File: config.mk
export PLATFORM = sky130hd
export DESIGN_NAME = fp_addsub_seq_flat
export DESIGN_NICKNAME = d
export VERILOG_FILES = /design/src/rtl/fp_addsub_seq_if.sv /design/src/rtl/fp_addsub_seq.sv /design/src/flat_wrapper.sv
export SDC_FILE = /design/constraint.sdc
export NUM_CORES = 1
export LEC_CHECK = 0
export ABC_AREA = 0
export BUFFER_PORTS_ARGS = -buffer_cell sky130_fd_sc_hd__buf_4
export CAP_MARGIN = 20
export CORE_MARGIN = 4
export CORE_UTILIZATION = 56
export DETAILED_ROUTE_END_ITERATION = 16
export PLACE_DENSITY = 0.77
export SETUP_SLACK_MARGIN = 0.1
export SLEW_MARGIN = 20
export SYNTH_ARGS = -nofsm -noshare
export SYNTH_HDL_FRONTEND = slang
export SYNTH_SLANG_ARGS = --single-unit
export TNS_END_PERCENT = 1
File: constraint.sdc
create_clock -name clk -period 2.8 [get_ports clk]
set_clock_uncertainty 0.15 [all_clocks]
set_input_delay 0.28 -clock clk [delete_from_list [all_inputs] [get_ports clk]]
set_output_delay 0.28 -clock clk [all_outputs]
set_load 0.01 [all_outputs]
File: src/rtl/fp_addsub_seq_if.sv
// ---------------------------------------------------------------------------
// fp_addsub_seq_if
//   Bundles the FP command handshake, the result handshake and the shared
//   significand-ALU connection of fp_addsub_seq.
//
//   Command : in_valid, in_ready, op_a, op_b, op_sub
//   ALU     : alu_a, alu_b, alu_sign_a, alu_sign_b, alu_symbol (to ALU)
//             alu_out (bit MAN_W+1 = carry), alu_sign_out     (from ALU)
//   Result  : out_valid, out_ready, result
//
//   slave  : the sequencer side.
//   master : the environment side (command source, ALU, result consumer).
// ---------------------------------------------------------------------------
interface fp_addsub_seq_if #(
  parameter int EXP_W = 8,
  parameter int MAN_W = 23
);
  localparam int W = 1 + EXP_W + MAN_W;

  logic           in_valid;
  logic           in_ready;
  logic [W-1:0]   op_a;
  logic [W-1:0]   op_b;
  logic           op_sub;

  logic [MAN_W:0]   alu_a;
  logic [MAN_W:0]   alu_b;
  logic             alu_sign_a;
  logic             alu_sign_b;
  logic             alu_symbol;
  logic [MAN_W+1:0] alu_out;
  logic             alu_sign_out;

  logic           out_valid;
  logic           out_ready;
  logic [W-1:0]   result;

  modport slave (
    input  in_valid, op_a, op_b, op_sub, alu_out, alu_sign_out, out_ready,
    output in_ready, alu_a, alu_b, alu_sign_a, alu_sign_b, alu_symbol,
           out_valid, result
  );

  modport master (
    output in_valid, op_a, op_b, op_sub, alu_out, alu_sign_out, out_ready,
    input  in_ready, alu_a, alu_b, alu_sign_a, alu_sign_b, alu_symbol,
           out_valid, result
  );
endinterface

File: src/rtl/fp_addsub_seq.sv
// ---------------------------------------------------------------------------
// fp_addsub_seq
//   Multi-cycle IEEE-754 single-precision add/subtract sequencer. Unpacks the
//   operands, aligns the smaller-exponent significand one bit per cycle,
//   drives the external combinational sign-magnitude significand ALU for one
//   cycle, normalises one bit per cycle and repacks with truncation.
//   Denormal inputs are flushed to zero; NaN/Inf are resolved at accept.
//
//   clk   : rising-edge clock
//   rst_n : asynchronous active-low reset, abandons any operation
//   bus   : fp_addsub_seq_if.slave (command, ALU and result signals)
// ---------------------------------------------------------------------------
module fp_addsub_seq #(
  parameter int EXP_W     = 8,
  parameter int MAN_W     = 23,
  parameter int MAX_ALIGN = 25
) (
  input  logic           clk,
  input  logic           rst_n,
  fp_addsub_seq_if.slave bus
);
  localparam int W     = 1 + EXP_W + MAN_W;
  localparam int SIG_W = MAN_W + 1;
  localparam int D_W   = $clog2(MAX_ALIGN + 1);

  localparam logic [EXP_W:0]   EXP_ALL = {1'b0, {EXP_W{1'b1}}};
  localparam logic [EXP_W:0]   EXP_ONE = (EXP_W+1)'(1);
  localparam logic [D_W-1:0]   D_SAT   = D_W'(MAX_ALIGN);
  localparam logic [W-1:0]     QNAN    = {1'b0, {EXP_W{1'b1}}, 1'b1, {(MAN_W-1){1'b0}}};

  typedef enum logic [2:0] {IDLE, ALIGN, ADD, NORM, DONE} state_t;

  state_t state_q, state_d;

  // Operand / working registers
  logic             sign_a_q, sign_b_q, sub_q;
  logic [SIG_W-1:0] sig_a_q, sig_b_q;
  logic [EXP_W:0]   exp_q;
  logic             shift_b_q;         // 1: B has the smaller exponent
  logic [D_W-1:0]   d_q;
  logic             special_q;         // result fully decided, bypass pack
  logic [W-1:0]     special_word_q;
  logic [SIG_W:0]   res_sig_q;
  logic             res_sign_q;

  // ALU drive registers, only loaded on the way into ADD
  logic [SIG_W-1:0] alu_a_q, alu_b_q;
  logic             alu_sign_a_q, alu_sign_b_q, alu_symbol_q;

  logic             out_valid_q;
  logic [W-1:0]     result_q;

  // Operand decode at accept
  logic [EXP_W-1:0] exp_a, exp_b, exp_diff;
  logic [MAN_W-1:0] frac_a, frac_b;
  logic             sign_a, sign_b;
  logic             nan_a, nan_b, inf_a, inf_b, a_ge;
  logic [D_W-1:0]   d_in;
  logic             special_in;
  logic [W-1:0]     special_word_in;
  logic [EXP_W:0]   exp_inc;
  logic             norm_done;

  assign sign_a = bus.op_a[W-1];
  assign sign_b = bus.op_b[W-1];
  assign exp_a  = bus.op_a[W-2 -: EXP_W];
  assign exp_b  = bus.op_b[W-2 -: EXP_W];
  assign frac_a = bus.op_a[MAN_W-1:0];
  assign frac_b = bus.op_b[MAN_W-1:0];

  assign nan_a = (exp_a == EXP_ALL[EXP_W-1:0]) && (frac_a != '0);
  assign nan_b = (exp_b == EXP_ALL[EXP_W-1:0]) && (frac_b != '0);
  assign inf_a = (exp_a == EXP_ALL[EXP_W-1:0]) && (frac_a == '0);
  assign inf_b = (exp_b == EXP_ALL[EXP_W-1:0]) && (frac_b == '0);

  assign a_ge     = (exp_a >= exp_b);
  assign exp_diff = a_ge ? (exp_a - exp_b) : (exp_b - exp_a);
  assign d_in     = (exp_diff >= EXP_W'(MAX_ALIGN)) ? D_SAT : exp_diff[D_W-1:0];

  // NOTE: every always_comb output gets a default first so no path can
  // leave it unassigned and infer a latch.
  always_comb begin
    special_in      = 1'b0;
    special_word_in = '0;
    if (nan_a || nan_b || (inf_a && inf_b && (sign_a ^ sign_b ^ bus.op_sub))) begin
      special_in      = 1'b1;
      special_word_in = QNAN;
    end else if (inf_a) begin
      special_in      = 1'b1;
      special_word_in = {sign_a, {EXP_W{1'b1}}, {MAN_W{1'b0}}};
    end else if (inf_b) begin
      // B enters the operation negated when subtracting
      special_in      = 1'b1;
      special_word_in = {sign_b ^ bus.op_sub, {EXP_W{1'b1}}, {MAN_W{1'b0}}};
    end
  end

  assign exp_inc   = exp_q + 1'b1;
  // NORM stops on carry, zero, normalised, or when one more left shift
  // would take the exponent to zero (flush).
  assign norm_done = res_sig_q[SIG_W] || (res_sig_q == '0) ||
                     res_sig_q[SIG_W-1] || (exp_q <= EXP_ONE);

  always_comb begin
    state_d = state_q;
    case (state_q)
      IDLE:    if (bus.in_valid) state_d = ALIGN;
      ALIGN:   if (special_q) state_d = DONE;
               else if (d_q == '0) state_d = ADD;
      ADD:     state_d = NORM;
      NORM:    if (norm_done) state_d = DONE;
      DONE:    if (out_valid_q && bus.out_ready) state_d = IDLE;
      default: state_d = IDLE;
    endcase
  end

  // NOTE: sequential state uses non-blocking assignments so every register
  // samples pre-edge values regardless of statement order.
  always_ff @(posedge clk or negedge rst_n) begin
    if (!rst_n) begin
      state_q <= IDLE;
    end else begin
      state_q <= state_d;
    end
  end

  always_ff @(posedge clk or negedge rst_n) begin
    if (!rst_n) begin
      sign_a_q       <= 1'b0;
      sign_b_q       <= 1'b0;
      sub_q          <= 1'b0;
      sig_a_q        <= '0;
      sig_b_q        <= '0;
      exp_q          <= '0;
      shift_b_q      <= 1'b0;
      d_q            <= '0;
      special_q      <= 1'b0;
      special_word_q <= '0;
      res_sig_q      <= '0;
      res_sign_q     <= 1'b0;
      alu_a_q        <= '0;
      alu_b_q        <= '0;
      alu_sign_a_q   <= 1'b0;
      alu_sign_b_q   <= 1'b0;
      alu_symbol_q   <= 1'b0;
      out_valid_q    <= 1'b0;
      result_q       <= '0;
    end else begin
      case (state_q)
        IDLE: if (bus.in_valid) begin
          sign_a_q       <= sign_a;
          sign_b_q       <= sign_b;
          sub_q          <= bus.op_sub;
          // Zero exponent flushes the operand (no hidden bit, no fraction)
          sig_a_q        <= (exp_a != '0) ? {1'b1, frac_a} : '0;
          sig_b_q        <= (exp_b != '0) ? {1'b1, frac_b} : '0;
          exp_q          <= {1'b0, a_ge ? exp_a : exp_b};
          shift_b_q      <= a_ge;
          d_q            <= d_in;
          special_q      <= special_in;
          special_word_q <= special_word_in;
        end
        ALIGN: if (!special_q) begin
          if (d_q == '0) begin
            alu_a_q      <= sig_a_q;
            alu_b_q      <= sig_b_q;
            alu_sign_a_q <= sign_a_q;
            alu_sign_b_q <= sign_b_q;
            alu_symbol_q <= sub_q;
          end else if (d_q == D_SAT) begin
            // Shift cap reached: everything would be shifted out anyway
            if (shift_b_q) sig_b_q <= '0;
            else           sig_a_q <= '0;
            d_q <= '0;
          end else begin
            if (shift_b_q) sig_b_q <= sig_b_q >> 1;
            else           sig_a_q <= sig_a_q >> 1;
            d_q <= d_q - 1'b1;
          end
        end
        ADD: begin
          res_sig_q  <= bus.alu_out;
          res_sign_q <= bus.alu_sign_out;
        end
        NORM: begin
          if (res_sig_q[SIG_W]) begin
            res_sig_q <= res_sig_q >> 1;
            exp_q     <= exp_inc;
            if (exp_inc >= EXP_ALL) begin
              special_q      <= 1'b1;
              special_word_q <= {res_sign_q, {EXP_W{1'b1}}, {MAN_W{1'b0}}};
            end
          end else if (res_sig_q == '0) begin
            special_q      <= 1'b1;
            special_word_q <= '0;
          end else if (res_sig_q[SIG_W-1]) begin
            // already normalised
          end else if (exp_q <= EXP_ONE) begin
            special_q      <= 1'b1;
            special_word_q <= {res_sign_q, {(W-1){1'b0}}};
          end else begin
            res_sig_q <= res_sig_q << 1;
            exp_q     <= exp_q - 1'b1;
          end
        end
        DONE: begin
          // First DONE cycle packs the result; it then holds until taken
          if (!out_valid_q) begin
            out_valid_q <= 1'b1;
            result_q    <= special_q ? special_word_q
                           : {res_sign_q, exp_q[EXP_W-1:0], res_sig_q[MAN_W-1:0]};
          end else if (bus.out_ready) begin
            out_valid_q <= 1'b0;
          end
        end
        default: ;
      endcase
    end
  end

  assign bus.in_ready   = (state_q == IDLE);
  assign bus.out_valid  = out_valid_q;
  assign bus.result     = result_q;
  assign bus.alu_a      = alu_a_q;
  assign bus.alu_b      = alu_b_q;
  assign bus.alu_sign_a = alu_sign_a_q;
  assign bus.alu_sign_b = alu_sign_b_q;
  assign bus.alu_symbol = alu_symbol_q;
endmodule

File: src/flat_wrapper.sv
// flat-port wrapper written by rule: the top's interface ports become plain ports
module fp_addsub_seq_flat 
#(
  parameter int EXP_W     = 8,
  parameter int MAN_W     = 23,
  parameter int MAX_ALIGN = 25
)
  (clk, rst_n, bus_in_valid, bus_op_a, bus_op_b, bus_op_sub, bus_alu_out, bus_alu_sign_out, bus_out_ready, bus_in_ready, bus_alu_a, bus_alu_b, bus_alu_sign_a, bus_alu_sign_b, bus_alu_symbol, bus_out_valid, bus_result);
  fp_addsub_seq_if #(.EXP_W(EXP_W), .MAN_W(MAN_W)) bus_i ();
  input  logic clk;
  input  logic rst_n;
  input wire logic [$bits(bus_i.in_valid)-1:0] bus_in_valid;
  input wire logic [$bits(bus_i.op_a)-1:0] bus_op_a;
  input wire logic [$bits(bus_i.op_b)-1:0] bus_op_b;
  input wire logic [$bits(bus_i.op_sub)-1:0] bus_op_sub;
  input wire logic [$bits(bus_i.alu_out)-1:0] bus_alu_out;
  input wire logic [$bits(bus_i.alu_sign_out)-1:0] bus_alu_sign_out;
  input wire logic [$bits(bus_i.out_ready)-1:0] bus_out_ready;
  output wire logic [$bits(bus_i.in_ready)-1:0] bus_in_ready;
  output wire logic [$bits(bus_i.alu_a)-1:0] bus_alu_a;
  output wire logic [$bits(bus_i.alu_b)-1:0] bus_alu_b;
  output wire logic [$bits(bus_i.alu_sign_a)-1:0] bus_alu_sign_a;
  output wire logic [$bits(bus_i.alu_sign_b)-1:0] bus_alu_sign_b;
  output wire logic [$bits(bus_i.alu_symbol)-1:0] bus_alu_symbol;
  output wire logic [$bits(bus_i.out_valid)-1:0] bus_out_valid;
  output wire logic [$bits(bus_i.result)-1:0] bus_result;
  assign bus_i.in_valid = bus_in_valid;
  assign bus_i.op_a = bus_op_a;
  assign bus_i.op_b = bus_op_b;
  assign bus_i.op_sub = bus_op_sub;
  assign bus_i.alu_out = bus_alu_out;
  assign bus_i.alu_sign_out = bus_alu_sign_out;
  assign bus_i.out_ready = bus_out_ready;
  assign bus_in_ready = bus_i.in_ready;
  assign bus_alu_a = bus_i.alu_a;
  assign bus_alu_b = bus_i.alu_b;
  assign bus_alu_sign_a = bus_i.alu_sign_a;
  assign bus_alu_sign_b = bus_i.alu_sign_b;
  assign bus_alu_symbol = bus_i.alu_symbol;
  assign bus_out_valid = bus_i.out_valid;
  assign bus_result = bus_i.result;
  fp_addsub_seq #(.EXP_W(EXP_W), .MAN_W(MAN_W), .MAX_ALIGN(MAX_ALIGN)) u_core (.clk(clk), .rst_n(rst_n), .bus(bus_i));
endmodule
==> impl_metrics.csv <==
group,metric,value,unit
routing,antenna_left,0,
yosys,ys_warn_count,0,
die,die_area,0.0196,mm^2
sta,relSlewSlack,0.280,
yosys,ys_types,74,
sta,min_period,2.54,ns
power,vdd_ir_drop_max,0.609,mV
yosys,syn_area_per_cell,9.30,um^2
sta,slew_viol_final,0,
yosys,synth_ff_type,"dfrtp_1",
die,ioPinCount,180,
sta,worst_pin_slew,1.08,ns
die,initial_core_util,0.579,
yosys,synth-adder-area-share,0.0324,
yosys,synth_top_family_by_area,"compound AO/OA/AOI/OAI gates",
routing,topRoutingLayerUsed,"met4",
layout,area_delta_synth_final,24.7,%
setup_path,worstPathArrival,2.69,ns
setup_path,path_max_fanout,8,
sta,fin_crit_sh,0.906,
clock_tree,htreeDepth,4,
yosys,synthArstFlopShare,1.00,
yosys,synth_enable_flop_cells,0,
die,core.rowCount,47,
setup_path,start_kind,"register",
global_route,overflow,0,
routing,wl_per_cell,17.4,um
placement,post-dp-hpwl,17700,um
yosys,yosysSeqAreaShare,0.470,
layout,fillCellCount,1294,
sta,hold_viol,0,
routing,routed_via_density,5.85,
status,outcome,"finished clean",
yosys,muxShareOfSynthArea,0.0794,
die,die_x,140,um
placement,dp_slack,-0.0859,ns
placement,gp_congestion,0.946,
setup_path,r2r_start,"u_core.res_sig_q[16]$_DFFE_PN0P_",
routing,firstDrtPassIters,5,
routing,drc,0,
clock_tree,cts_root_buf,"clkbuf_16",
global_route,grt.total_usage,0.258,
yosys,synth_simple_gate_area_share,0.163,
die,core_area,0.0168,mm^2
layout,fin_cells,1454,
clock_tree,clock-sinks,183,
setup_path,worst-setup-path-type,"register to register",
routing,routed_wirelength,25200,um
setup_path,startpoint,"u_core.res_sig_q[16]$_DFFE_PN0P_",
clock_tree,cts_tree,"yes",
clock_tree,clock_path_buffers,2,
layout,final_area,0.0121,mm^2
routing,wl_met1,11300,um
sta,fin_ws,0.263,ns
setup_path,worst_setup_path_end_kind,"register",
routing,wl_met3,1610,um
layout,layout.nets,1340,
global_route,antenna_found_initial,0,
routing,met2WireLength,12100,um
yosys,postSynthNetCount,1167,
global_route,grt_pass1_vias,8271,
sta,max_freq,394,MHz
layout,diodes,0,
placement,dpl_cell_area,0.0114,mm^2
power,powerDensity,995,mW/mm^2
clock_tree,cts_inserted_buffers,17,
min_path,hold_class,"primary input to register",
clock_tree,clk-insertion-delay-late,0.43,ns
sta,setup_violations,0,
die,die_y,140,um
yosys,synth-seq-cells,183,
yosys,synth-xor-area-share,0.0117,
run,drv_cap,0,
clock_tree,path_clk_slew,0.07,ns
global_route,grt_pass1_wl,41800,um
layout,drive_gt1_frac,0.263,
yosys,synthCells,1048,
placement,dp_cells,1403,
yosys,synth_compound_area_frac,0.196,
global_route,grt_max_degree,58,
min_path,min_from,"bus_alu_out[14]",
routing,drt_iter0_drc,524,
yosys,netlist_area,0.00974,mm^2
routing,num_vias,8509,
sta,rsz0062_at_grt,"yes",
setup_path,required,2.96,ns
power,p_leak,5.82,nW
placement,io_buffer_count,179,
Yosys cell counts, types with 3 or more instances:
master | instances | share of area
nand2_1 | 209 | 0.081
dfrtp_1 | 183 | 0.47
o21ai_0 | 104 | 0.053
mux2_2 | 56 | 0.065
a22oi_1 | 46 | 0.035
clkbuf_1 | 45 | 0.017
a21oi_1 | 37 | 0.019
nand3_1 | 33 | 0.017
nor2_1 | 31 | 0.012
inv_1 | 29 | 0.011
o211ai_1 | 26 | 0.020
o21ai_1 | 23 | 0.012
ha_1 | 22 | 0.028
nor4_1 | 21 | 0.013
buf_2 | 20 | 0.010
mux2i_1 | 12 | 0.012
nand4_1 | 12 | 0.0077
nor3_1 | 12 | 0.0062
a21o_1 | 9 | 0.0069
a22o_1 | 7 | 0.0063
xnor2_1 | 7 | 0.0063
nor2b_1 | 6 | 0.0039
o21a_1 | 6 | 0.0046
xor2_1 | 6 | 0.0054
and3_1 | 5 | 0.0032
buf_4 | 4 | 0.0031
nand2b_1 | 4 | 0.0026
o22a_1 | 4 | 0.0036
o22ai_1 | 4 | 0.0026
o31ai_1 | 4 | 0.0031
a31oi_1 | 3 | 0.0019
and2_1 | 3 | 0.0019
buf_1 | 3 | 0.0012
buf_6 | 3 | 0.0035
critical path: stages (launching register included):
cell     delay (ns)
dfrtp_1        0.43
nor4_1         0.36
nand4_1        0.15
nor2_1         0.33
nor2_1         0.12
o21ai_1        0.24
nand2_1        0.27
o21a_1         0.18
o22a_1         0.19
registers in the layout, indices dropped and copies added, names as in the netlist, 3 cells and up:
name / cells
u_core.res_sig_q: 25
u_core.special_word_q: 3
u_core.bus.alu_a: 24
u_core.d_q: 5
u_core.exp_q: 9
u_core.state_q: 3
u_core.bus.result: 32
u_core.bus.alu_b: 24
u_core.sig_a_q: 24
u_core.sig_b_q: 24
layout by cell type, fill, tap and decap left out, types with 9 or more instances in the layout:
| cell type | netlist | routed |
|---|---|---|
| nand2_1 | 209 | 209 |
| buf_4 | 4 | 205 |
| dfrtp_1 | 183 | 182 |
| o21ai_0 | 104 | 104 |
| mux2_2 | 56 | 56 |
| a22oi_1 | 46 | 46 |
| a21oi_1 | 37 | 35 |
| nand3_1 | 33 | 32 |
| nor2_1 | 31 | 30 |
| inv_1 | 29 | 29 |
| o211ai_1 | 26 | 26 |
| o21ai_1 | 23 | 22 |
| ha_1 | 22 | 22 |
| nor4_1 | 21 | 21 |
| dlygate4sd3_1 | 0 | 19 |
| clkbuf_16 | 0 | 17 |
| nand4_1 | 12 | 12 |
| mux2i_1 | 12 | 12 |
| nor3_1 | 12 | 11 |
| a21o_1 | 9 | 9 |
logic make-up (layout without fill, tap and decap cells):
family | count (synthesis) | after routing
and+or+nand+nor | 353 | 353
muxes | 70 | 70
xor gates and xnor gates | 13 | 13
DFF | 183 | 183
AOI/OAI and AO/OA | 298 | 298
adders and majority gates | 24 | 24
buffers and inverters | 107 | 293
worst paths after layout:
check                                              endpoint  slack, ns  cells after the start
max                             u_core.exp_q[4]$_DFFE_PN0P_       0.26                      8
min                        u_core.res_sig_q[14]$_DFFE_PN0P_      0.009                      3
max reg2reg                     u_core.exp_q[4]$_DFFE_PN0P_       0.26                      8
min reg2reg                u_core.bus.result[7]$_DFFE_PN0P_       0.32                      2
max in group asynchronous  u_core.res_sig_q[24]$_DFFE_PN0N_       1.53                      3
min in group asynchronous  u_core.bus.alu_b[11]$_DFFE_PN0P_       0.24                      2
what timing repair did:
action / 4_1_cts / 5_1_grt
hold buffers: 19 / 0
buffers inserted: 0 / 0
resized for setup: 0 / 1
endpoints found under the hold margin: 69 / 0
endpoints found under the setup margin: 0 / 15
layer usage:
metal,GRT usage,up-vias
li1,-,4078
met1,0.362,4129
met2,0.424,276
met3,0.0515,26
met4,0.0510,0
met5,0,-
per-stage QoR:
stage	hold WS (ns)	TNS, ns	power (mW)	utilization
global route	0.0141	0	13.0	0.722
floorplan	-0.166	0	7.75	-
CTS	0.00272	0	12.1	0.721
detailed placement	0.124	-0.174	9.72	0.676
finish	0.00918	0	12.1	0.722
global placement	0.125	0	9.55	0.676
power breakdown:
part / internal [mW] / leakage, nW / switching [mW]
Combinational: 2.22 / 3.17 / 2.82
Sequential: 3.73 / 2.37 / 0.975
Clock: 1.29 / 0.277 / 1.05
area by class of cell:
class,instances,area (um^2),share of cell area
multi-input combinational,758,4760,0.392
tap,220,275,0.0227
clock buffer,21,460,0.0379
sequential,183,4580,0.377
inverter,31,116,0.00958
clock inverter,11,114,0.00937
timing repair buffer,230,1840,0.152
No activity file was read; power rests on OpenSTA's default activity.
